$ cat src/rtl/pdm_decoder.sv
`default_nettype none
// ============================================================================
// Module      : pdm_decoder
// Description : Second-order CIC decimator. It turns a 1-bit PDM stream into
//               signed PCM samples. When PDM_DECODER_SYNC_EN is defined, the
//               input first passes through a two-flop synchroniser.
// Revision    : 1.0 - initial release
// ============================================================================
module pdm_decoder #(
   parameter int DATA_BITS  = 12,
   parameter int DECIM_LOG2 = 6
) (
   input  logic                 clk,
   input  logic                 rst_n,
   input  logic                 pdm_in,
   output logic [DATA_BITS-1:0] dout,
   output logic                 dout_valid
);

   localparam int c_ACC_W = 2*DECIM_LOG2 + 1;
   localparam int c_SHIFT = 2*DECIM_LOG2 - DATA_BITS;
   localparam logic [c_ACC_W-1:0]        c_MID      = c_ACC_W'(1) << (2*DECIM_LOG2 - 1);
   localparam logic signed [c_ACC_W-1:0] c_POS_MAX  = c_ACC_W'((64'(1) << (DATA_BITS-1)) - 64'(1));
   localparam logic [DATA_BITS-1:0]      c_DOUT_MAX = {1'b0, {(DATA_BITS-1){1'b1}}};

   generate
      if (2*DECIM_LOG2 < DATA_BITS) begin : g_bad_params
         $error("pdm_decoder: 2*DECIM_LOG2 must be >= DATA_BITS");
      end
   endgenerate

   logic w_s_src;

`ifdef PDM_DECODER_SYNC_EN
   logic [1:0] sync_q;

   always_ff @(posedge clk or negedge rst_n) begin
      if (!rst_n) begin
         sync_q <= '0;
      end else begin
         sync_q <= {sync_q[0], pdm_in};
      end
   end

   assign w_s_src = sync_q[1];
`else
   assign w_s_src = pdm_in;
`endif

   logic                   s_q;
   logic [c_ACC_W-1:0]     i1_q, i1_d;
   logic [c_ACC_W-1:0]     i2_q, i2_d;
   logic [c_ACC_W-1:0]     d1_q, d1_d;
   logic [c_ACC_W-1:0]     d2_q, d2_d;
   logic [DECIM_LOG2-1:0]  cnt_q, cnt_d;
   logic [DATA_BITS-1:0]   dout_q, dout_d;
   logic                   dout_valid_q, dout_valid_d;

   logic                      w_dec;
   logic [c_ACC_W-1:0]        w_c1;
   logic [c_ACC_W-1:0]        w_c2;
   logic [c_ACC_W-1:0]        w_v;
   logic signed [c_ACC_W-1:0] w_shifted;
   logic [DATA_BITS-1:0]      w_scaled;

   // Integrators and combs use plain modular arithmetic. The differences stay
   // exact across wrap-around because the true c2 always fits in c_ACC_W bits.
   always_comb begin
      w_dec     = (cnt_q == '1);
      w_c1      = i2_q - d1_q;
      w_c2      = w_c1 - d2_q;
      w_v       = w_c2 - c_MID;
      w_shifted = $signed(w_v) >>> c_SHIFT;
      w_scaled  = (w_shifted > c_POS_MAX) ? c_DOUT_MAX : w_shifted[DATA_BITS-1:0];

      i1_d         = i1_q + {{(c_ACC_W-1){1'b0}}, s_q};
      i2_d         = i2_q + i1_q;
      cnt_d        = cnt_q + DECIM_LOG2'(1);
      d1_d         = d1_q;
      d2_d         = d2_q;
      dout_d       = dout_q;
      dout_valid_d = 1'b0;

      if (w_dec) begin
         d1_d         = i2_q;
         d2_d         = w_c1;
         dout_d       = w_scaled;
         dout_valid_d = 1'b1;
      end
   end

   always_ff @(posedge clk or negedge rst_n) begin
      if (!rst_n) begin
         s_q          <= 1'b0;
         i1_q         <= '0;
         i2_q         <= '0;
         d1_q         <= '0;
         d2_q         <= '0;
         cnt_q        <= '0;
         dout_q       <= '0;
         dout_valid_q <= 1'b0;
      end else begin
         s_q          <= w_s_src;
         i1_q         <= i1_d;
         i2_q         <= i2_d;
         d1_q         <= d1_d;
         d2_q         <= d2_d;
         cnt_q        <= cnt_d;
         dout_q       <= dout_d;
         dout_valid_q <= dout_valid_d;
      end
   end

   assign dout       = dout_q;
   assign dout_valid = dout_valid_q;

endmodule
`default_nettype wire

$ cat config.mk
export PLATFORM = sky130hd
export DESIGN_NAME = pdm_decoder
export DESIGN_NICKNAME = d
export VERILOG_FILES = /design/src/rtl/pdm_decoder.sv
export SDC_FILE = /design/constraint.sdc
export NUM_CORES = 1
export LEC_CHECK = 0
export BUFFER_PORTS_ARGS = -buffer_cell sky130_fd_sc_hd__clkbuf_2
export CORE_MARGIN = 2
export CORE_UTILIZATION = 25
export DETAILED_ROUTE_END_ITERATION = 10
export SLEW_MARGIN = 10
export SYNTH_ARGS = -nofsm -noshare
export SYNTH_HDL_FRONTEND = slang
export SYNTH_SLANG_ARGS = --single-unit
$ cat constraint.sdc
create_clock -name clk -period 4.3 [get_ports clk]
set_clock_uncertainty 0.15 [all_clocks]
set_input_delay 1.29 -clock clk [delete_from_list [all_inputs] [get_ports clk]]
set_output_delay 1.29 -clock clk [all_outputs]
set_load 0.01 [all_outputs]
# --- Word level (Yosys, flattened, before mapping) ---
# Index checks and enable logic that the tools add are counted.
totals:
  output_inout_bits: 13
  inputBits: 3
  latch_bits: 0
  ram_bits: 0
  word_cells: 18
  rom_bits: 0
  register_bits: 72
  memories: 0
op_classes:
  n_lt_le_gt_ge: 1
  div: 0
  shifts: 0
  muxes: 2
  reduce_logical: 0
  multipliers: 0
  n_eq_ne: 1
  addsub: 6
  bitwise_logic: 0
ops:
  columns: ["cell", "n"]
  rows:
  - ["13-bit subtractor", 2]
  - ["13-bit by 1-bit adder with 13-bit output", 1]
  - ["13-bit adder", 1]
  - ["13-bit by 12-bit greater-than comparator with 1-bit output (second input constant)", 1]
  - ["13-bit by 12-bit subtractor with 13-bit output (second input constant)", 1]
  - ["12-bit two-way mux", 1]
  - ["6-bit by 1-bit adder with 6-bit output (second input constant)", 1]
  - ["6-bit == test (second input constant)", 1]
  - ["1-bit two-way mux", 1]

# --- Longest topological paths before layout ---
# Gate-level depths: netlist (run 1).
logic_depth:
  depth_word: 5
  depth_mapped: 19
  mapped_depth_nobuf: 18

# --- Worst setup path before layout (run 1) ---
# Ideal clock, no wire load.
synth_timing:
  kind: "register to register"
  start: "register i2_q[0]"
  end: "register dout_q[10] (netlist: dout[10])"
  path_stages_with_launch: 18
  setup_ns: 0.143
  t_arrival_ns: 3.813
  path_slack_ns: 0.194
  t_required_ns: 4.007
  path_cell_list: "dfrtp_1 -> inv_1 -> ha_1 -> inv_1 -> fa_1 -> a211oi_1 -> o21ai_1 -> a21o_1 -> a21oi_1 -> xnor2_1 -> ha_1 -> ha_1 -> a2111o_1 -> o21ai_1 -> o21ai_1 -> mux2i_1 -> buf_2 -> o221ai_2"
synth_between:
  elab_chain_cells: 5
synth_lines:
  columns: ["item", "line", "source"]
  rows:
  - ["from (decl)", "52", "logic [c_ACC_W-1:0] i2_q, i2_d;"]
  - ["from (signal assigned)", "105", "i2_q <= i2_d;"]
  - ["13-bit subtractor (*)", "70", "w_c1 = i2_q - d1_q;"]
  - ["net w_c1[8]", "60", "logic [c_ACC_W-1:0] w_c1;"]
  - ["13-bit subtractor (*)", "71", "w_c2 = w_c1 - d2_q;"]
  - ["13-bit by 12-bit subtractor with 13-bit output (*)", "72", "w_v = w_c2 - c_MID;"]
  - ["13-bit by 12-bit greater-than comparator with 1-bit output", "74", "w_scaled = (w_shifted > c_POS_MAX) ? c_DOUT_MAX : w_shifted[DATA_BITS-1:0];"]
  - ["12-bit two-way mux (*)", "74", null]
  - ["to (signal assigned)", "109", "dout_q <= dout_d;"]
  - ["to (decl)", "56", "logic [DATA_BITS-1:0] dout_q, dout_d;"]
# The timed path passes the listed nets; every way through them passes the cells marked *.
# A chain may end at the register's enable or synchronous reset.

# --- Worst setup path in the final report (run 1) ---
layout_timing:
  start: "register i2_q[0]"
  end: "register dout_q[6] (netlist: dout[6])"
# The elaborated chain is that of the path after synthesis.

==> metrics, run 1 <==
CTS tree=done; pre-CTS WS=-0.1051 ns; fin crit share=94.76%; Buffers on Ports=15; crit path time final=4.075 ns; RSZ-0062 raised after global routing=no; Clk Latency, worst-skew pair=0.33 ns; clock tree buffer depth=2; Final Util=30.45%; Final HPWL DP=between 5000 and 6000 um; vias in the first global route=3176; Detailed Routing Iterations Pass 1=4; Area Overhead vs Synth=19.72%; status=complete, no violations; Slew headroom=37.93%; Max Transition Viols Final=0; std cell rows=48; Worst-Margin Slew=between 0.9 and 1 ns; Placed Instance Area=0.004762 mm2; Layout Nets=520; Yosys cell types=50; H-Tree Depth=3; ys flop type=dfrtp_1; Initial Utilization=25.44%; Cell Area, Synth=~0.0044 mm2; die height=136.4 um; Final WS setup=0.2253 ns; Syn Inst Count=437; crit path DAT=slightly above 4 ns; die area=roughly 0.019 mm2; initial antenna violation count=0; clock root cell=clkbuf_16; Synth Register Bits=72; die width=136.4 um; Hold-fix buffers, CTS=0; Vias per Instance=4.538; layout cells sized above 1=16.67%; crit path capture type=flip-flop; Design Area, Final=between 0.005 and 0.006 mm2; WS Path Type=reg -> reg; Worst path max stage delay=0.47 ns; largest net degree at the start of global routing=73; Max-Cap Viols=0; remaining antenna violation count after routing=0; CTS Buf Count=9; Residual DRC=0; setup TNS=0 ns; Synth async-reset ratio=100.0%; Worst Path Required=4.34 ns; Tot GR Track Use=9.742%; GPL Wtd Cong=0.7668; final hold vios=0; DR WL/cell=12.08 um; Critical Path Fanout Max=6; clock slew at reported path FFs=roughly 0.060 ns; core area=0.01724 mm2; total nets after synthesis=493; delay-heaviest family, CP=compound AO/OA/AOI/OAI gates; synthesized area per cell=10.03 um2; EDFF count, synth=0; Inserted Diodes=0; cells along the critical path=inv_2, ha_4, inv_2, fa_2, a211oi_2, nor2_1, o21ai_1, a22oi_2, ha_1, ha_1, a2111o_1, o2111ai_2, a31oi_1, xnor2_1, xnor2_2, clkbuf_16, o221ai_2; total wire length=8374 um; clock sinks=72; Worst Hold Class=reg -> reg; post-synthesis sequential area ratio=around two fifths; Synth warnings=0; Setup-failing EPs final=0; DR vias=3145; gr ovfl total=0; DRT iter0 DRCs=104; WP buf/inv=3; number of I/O pins=16; Startpoint Class=flip-flop; first-pass GRT wire length=14500 um; f_max=0.2454 GHz; slowest cell on the critical path=a2111o_1
==> through the flow <==
stage                     cells  hold slack (ns)
after detailed placement    674           0.2994
after CTS                   690           0.3078
final                       693           0.3039
after global routing        693           0.3348
after floorplan             437           0.2726
after global placement      674           0.2865
==> metal layers <==
metal / share of wire [%] / wire (um) / vias to the layer above / global-route usage, %
li1: - / - / 1589 / -
met1: 48 / 4042 / 1491 / 12.23
met2: 47 / 3928 / 51 / 15.91
met3: 3.4 / 283 / 14 / 2.871
met4: 1.4 / 119 / 0 / 3.414
met5: 0 / 0 / - / 0
==> area by class of cell <==
| type | count | area, um2 |
|---|---|---|
| Fill cell | 1755 | 11990 |
| Sequential cell | 72 | 1803 |
| Clock buffer | 9 | 225.2 |
| Clock inverter | 6 | 108.9 |
| Tap cell | 225 | 281.5 |
| Multi-Input combinational cell | 315 | 2499 |
| Timing Repair Buffer | 26 | 181.4 |
| Inverter | 40 | 150.1 |
==> worst paths after layout <==
check	from	endpoint	slack, ns	cells after the start
setup / recovery	i2_q[0]	dout[6]	0.23	17
hold / removal	cnt_q[0]	cnt_q[0]	0.30	1
setup reg to reg	i2_q[0]	dout[6]	0.23	17
hold reg to reg	cnt_q[0]	cnt_q[0]	0.30	1
max in group asynchronous	rst_n	i2_q[1]	2.39	1
min in group asynchronous	rst_n	cnt_q[3]	0.93	1
==> flip-flops by register name (all words and copies together), names as in the netlist <==
| name | flops |
|---|---|
| dout_valid | 1 |
| d1_q | 13 |
| d2_q | 13 |
| dout | 12 |
| i1_q | 13 |
| i2_q | 13 |
| s_q | 1 |
| cnt_q | 6 |
==> cell families (layout without fill, tap and decap cells) <==
logic type | count (synthesis) | count (layout) | synth area share (%)
flip-flops | 72 | 72 | 41.10
AND/OR/NAND/NOR | 104 | 104 | 11.24
AO/OA/AOI/OAI | 106 | 106 | 16.72
XOR/XNOR | 46 | 46 | 9.361
buffers and inverters | 50 | 81 | 4.480
adder cells (fa/ha/maj) | 53 | 53 | 15.64
multiplexers | 6 | 6 | 1.455
==> cells in the final DEF (no fill, tap or decap), types with 3 or more instances in the layout <==
master	n
bufinv_16	3
and2_1	3
o21ai_2	4
o221ai_2	9
nor3_1	3
nor2b_1	3
and3_1	6
ha_1	46
o21ai_1	11
clkbuf_2	14
nor2_1	17
xnor2_1	28
a211oi_1	3
xor2_1	15
mux2_2	3
nand2_1	40
clkbuf_16	10
dfrtp_1	71
nand2b_1	5
inv_1	38
a21oi_1	17
buf_4	10
nand4_1	3
ha_4	3
o21ai_0	29
a21o_1	6
nand3_1	16
o21a_1	6
==> timing repair <==
item | in CTS | in global routing
gates cloned | 1 | 1
setup endpoints to repair | 11 | 12
buffers inserted | 0 | 3
resized for setup | 7 | 24
pin swaps | 0 | 11
==> cell usage after synthesis, types with 2 or more instances <==
library cell	instances	area [um2]
nand3b_1	2	15.01
o21ai_0	31	155.2
a21oi_1	19	95.09
nor2_1	17	63.81
or4_1	2	15.01
mux2i_1	3	30.03
a21o_1	6	45.04
dfrtp_1	72	1802
clkbuf_1	6	22.52
mux2_2	3	33.78
xnor2_1	29	254.0
o221ai_2	8	120.1
buf_1	2	7.510
nor3_1	3	15.01
o211ai_1	2	15.01
a31oi_1	3	18.77
and3_1	6	37.54
nand3_1	16	80.08
nand2b_1	5	31.28
ha_1	50	625.6
a211oi_1	4	30.03
and2_1	3	18.77
nand4_1	3	18.77
inv_1	40	150.1
o21a_1	6	45.04
a2111o_1	2	22.52
fa_1	3	60.06
o21ai_1	13	65.06
xor2_1	16	140.1
nand2_1	40	150.1
nor2b_1	3	18.77
==> worst reg2reg max path, cell delays in order, from the launching register on <==
cell       delay (ns)
dfrtp_1          0.39
inv_2            0.08
ha_4             0.14
inv_2            0.04
fa_2             0.36
a211oi_2         0.31
nor2_1           0.08
o21ai_1          0.20
a22oi_2          0.10
ha_1             0.19
ha_1             0.34
a2111o_1         0.47
o2111ai_2        0.21
a31oi_1          0.12
xnor2_1          0.17
xnor2_2          0.28
clkbuf_16        0.21
o221ai_2         0.09
Power of run 1 is not shown: default switching activity piles up to over one toggle a cycle in this logic, so the estimate is an artifact.
==> inputs of run 2 (changes only) <==
--- a/config.mk
+++ b/config.mk
@@ -9,6 +9,8 @@
 export CORE_MARGIN = 2
 export CORE_UTILIZATION = 25
 export DETAILED_ROUTE_END_ITERATION = 10
+export MAX_ROUTING_LAYER = met4
+export PLACE_DENSITY = 0.51
 export SLEW_MARGIN = 10
 export SYNTH_ARGS = -nofsm -noshare
 export SYNTH_HDL_FRONTEND = slang
==> metrics, run 2 (synthesis results as in run 1) <==
clock root cell=clkbuf_16 (unchanged); Initial Utilization=25.44% (unchanged); remaining antenna violation count after routing=0 (unchanged); wire length on met1=4085 um (was 4042 um); largest net degree at the start of global routing=73 (unchanged); Slew headroom=38.81% (was 37.93%); R2R setup slack=0.18 ns (was 0.23 ns); crit path time final=4.124 ns (was 4.075 ns); Max Transition Viols Final=0 (unchanged); # fillers=1760 (was 1755); Critical Path Fanout Max=6 (unchanged); reg2reg start=i2_q[0] (unchanged); Worst Hold Class=reg -> reg (unchanged); std cell rows=48 (unchanged); die height=136.4 um (unchanged); CTS Buf Count=9 (unchanged); DRT iter0 DRCs=99 (was 104); Worst-Margin Slew=0.9178 ns (was 0.9311 ns); gr ovfl total=0 (unchanged); cells along the critical path=inv_1, ha_1, inv_1, fa_2, a211oi_2, o21ai_2, a21o_1, a21oi_2, o21ai_1, xor2_1, ha_1, ha_1, or3_1, o21ai_0, a31oi_1, xnor2_1, xnor2_1, bufbuf_16, o221ai_1 (was inv_2, ha_4, inv_2, fa_2, a211oi_2, nor2_1, o21ai_1, a22oi_2, ha_1, ha_1, a2111o_1, o2111ai_2, a31oi_1, xnor2_1, xnor2_2, clkbuf_16, o221ai_2); WS Path Type=reg -> reg (unchanged); Hold-fix buffers, CTS=0 (unchanged); Clk Latency, worst-skew pair=0.34 ns (was 0.33 ns); Final Util=30.39% (was 30.45%); DR vias=3097 (was 3145); Area Overhead vs Synth=19.46% (was 19.72%); H-Tree Depth=3 (unchanged); Layout Nets=519 (was 520); CTS tree=done (unchanged); Tot GR Track Use=10.06% (was 9.742%); worst hold start=cnt_q[0] (unchanged); reg-to-reg endpoint=dout[9] (was dout[6]); fin crit share=95.90% (was 94.76%); total wire length=8255 um (was 8374 um); slowest cell on the critical path=dfrtp_1 (was a2111o_1); Worst R2R Path Depth=19 (was 17); crit path capture type=flip-flop (unchanged); die area=0.01861 mm2 (unchanged); final hold vios=0 (unchanged); die width=136.4 um (unchanged); GPL Wtd Cong=0.7913 (was 0.7668); Max-Cap Viols=0 (unchanged); Startpoint Class=flip-flop (unchanged); Vias per Instance=4.469 (was 4.538); clock sinks=72 (unchanged); vias in the first global route=3163 (was 3176); cell repeated most along the worst path=ha_1; Residual DRC=0 (unchanged); commonest non-fill, non-tap cell in the layout=dfrtp_1 (unchanged); DR top layer=met4 (unchanged); Final HPWL DP=5871 um (was 5951 um); Inserted Diodes=0 (unchanged); crit path DAT=4.16 ns (was 4.12 ns); clock tree buffer depth=2 (unchanged); Setup-failing EPs final=0 (unchanged); Buffers on Ports=15 (unchanged); core area=0.01724 mm2 (unchanged); status=complete, no violations (unchanged); delay-heaviest family, CP=adder cells (was compound AO/OA/AOI/OAI gates); clock slew at reported path FFs=0.06 ns (about the same); Worst Hold Path EP=cnt_q[0] (unchanged); layout cells sized above 1=14.32% (was 16.67%); number of I/O pins=16 (unchanged); WP buf/inv=3 (unchanged); Worst Path Required=4.34 ns (about the same); final hold slack=0.3011 ns (was 0.3039 ns); routed wl met3=262 um (was 283 um); most frequent cells in the layout=dfrtp_1, ha_1, inv_1, nand2_1, o21ai_0 (was dfrtp_1, ha_1, nand2_1); first-pass GRT wire length=14600 um (was 14500 um); f_max=0.2425 GHz (was 0.2454 GHz); Worst path max stage delay=0.37 ns (was 0.47 ns); initial antenna violation count=0 (unchanged); DR WL/cell=11.91 um (was 12.08 um); Met2 Wirelength=3763 um (was 3928 um); Detailed Routing Iterations Pass 1=4 (unchanged); Hold Path Cell Cnt=1 (unchanged)
## run 2: stage by stage
stage | area [um2] | TNS, ns | setup slack [ns] | std cells
2_1_floorplan | 4384 | 0 | 0.1942 | 437
3_3_place_gp | 4762 | 0 | 0.04993 | 674
3_5_place_dp | 4762 | -0.4038 | -0.08776 | 674
4_1_cts | 5144 | 0 | 0.02455 | 690
5_1_grt | 5238 | -0.02632 | -0.02632 | 693
6_report | 5238 | 0 | 0.1761 | 693
## run 2: layout make-up
cell class	instances	area (um2)	area share [%]
inverter	40	150.1	2.867
sequential	72	1802	34.40
multi-input combinational	315	2449	46.75
tap	225	281.5	5.375
clock buffer	11	242.7	4.635
timing repair buffer	25	185.2	3.536
clock inverter	5	127.6	2.437
## run 2: repair_timing
item	4_1_cts	5_1_grt
setup endpoints to repair	11	12
resized for setup	3	13
cloned	0	1
pin swaps	0	7
buffers inserted	0	2
## run 2: how the worst max path moves through the flow
stage                     startpoint  endpoint  slack (ns)  depth (start not counted)
final                        i2_q[0]   dout[9]        0.18                         19
after detailed placement     i2_q[0]   dout[9]       -0.09                         18
after global placement       i2_q[0]   dout[9]        0.05                         17
after CTS                    i2_q[0]   dout[9]        0.02                         17
after global routing         i2_q[1]   dout[9]       -0.03                         15
after floorplan              i2_q[0]  dout[10]        0.19                         17
## run 2: routing by layer
metal,global-route usage [%],vias up
met2,15.33,30
met4,3.356,0
met1,12.74,1468
li1,-,1586
met3,3.020,13
met5,-,-
Power of run 2 is left out for the same reason.
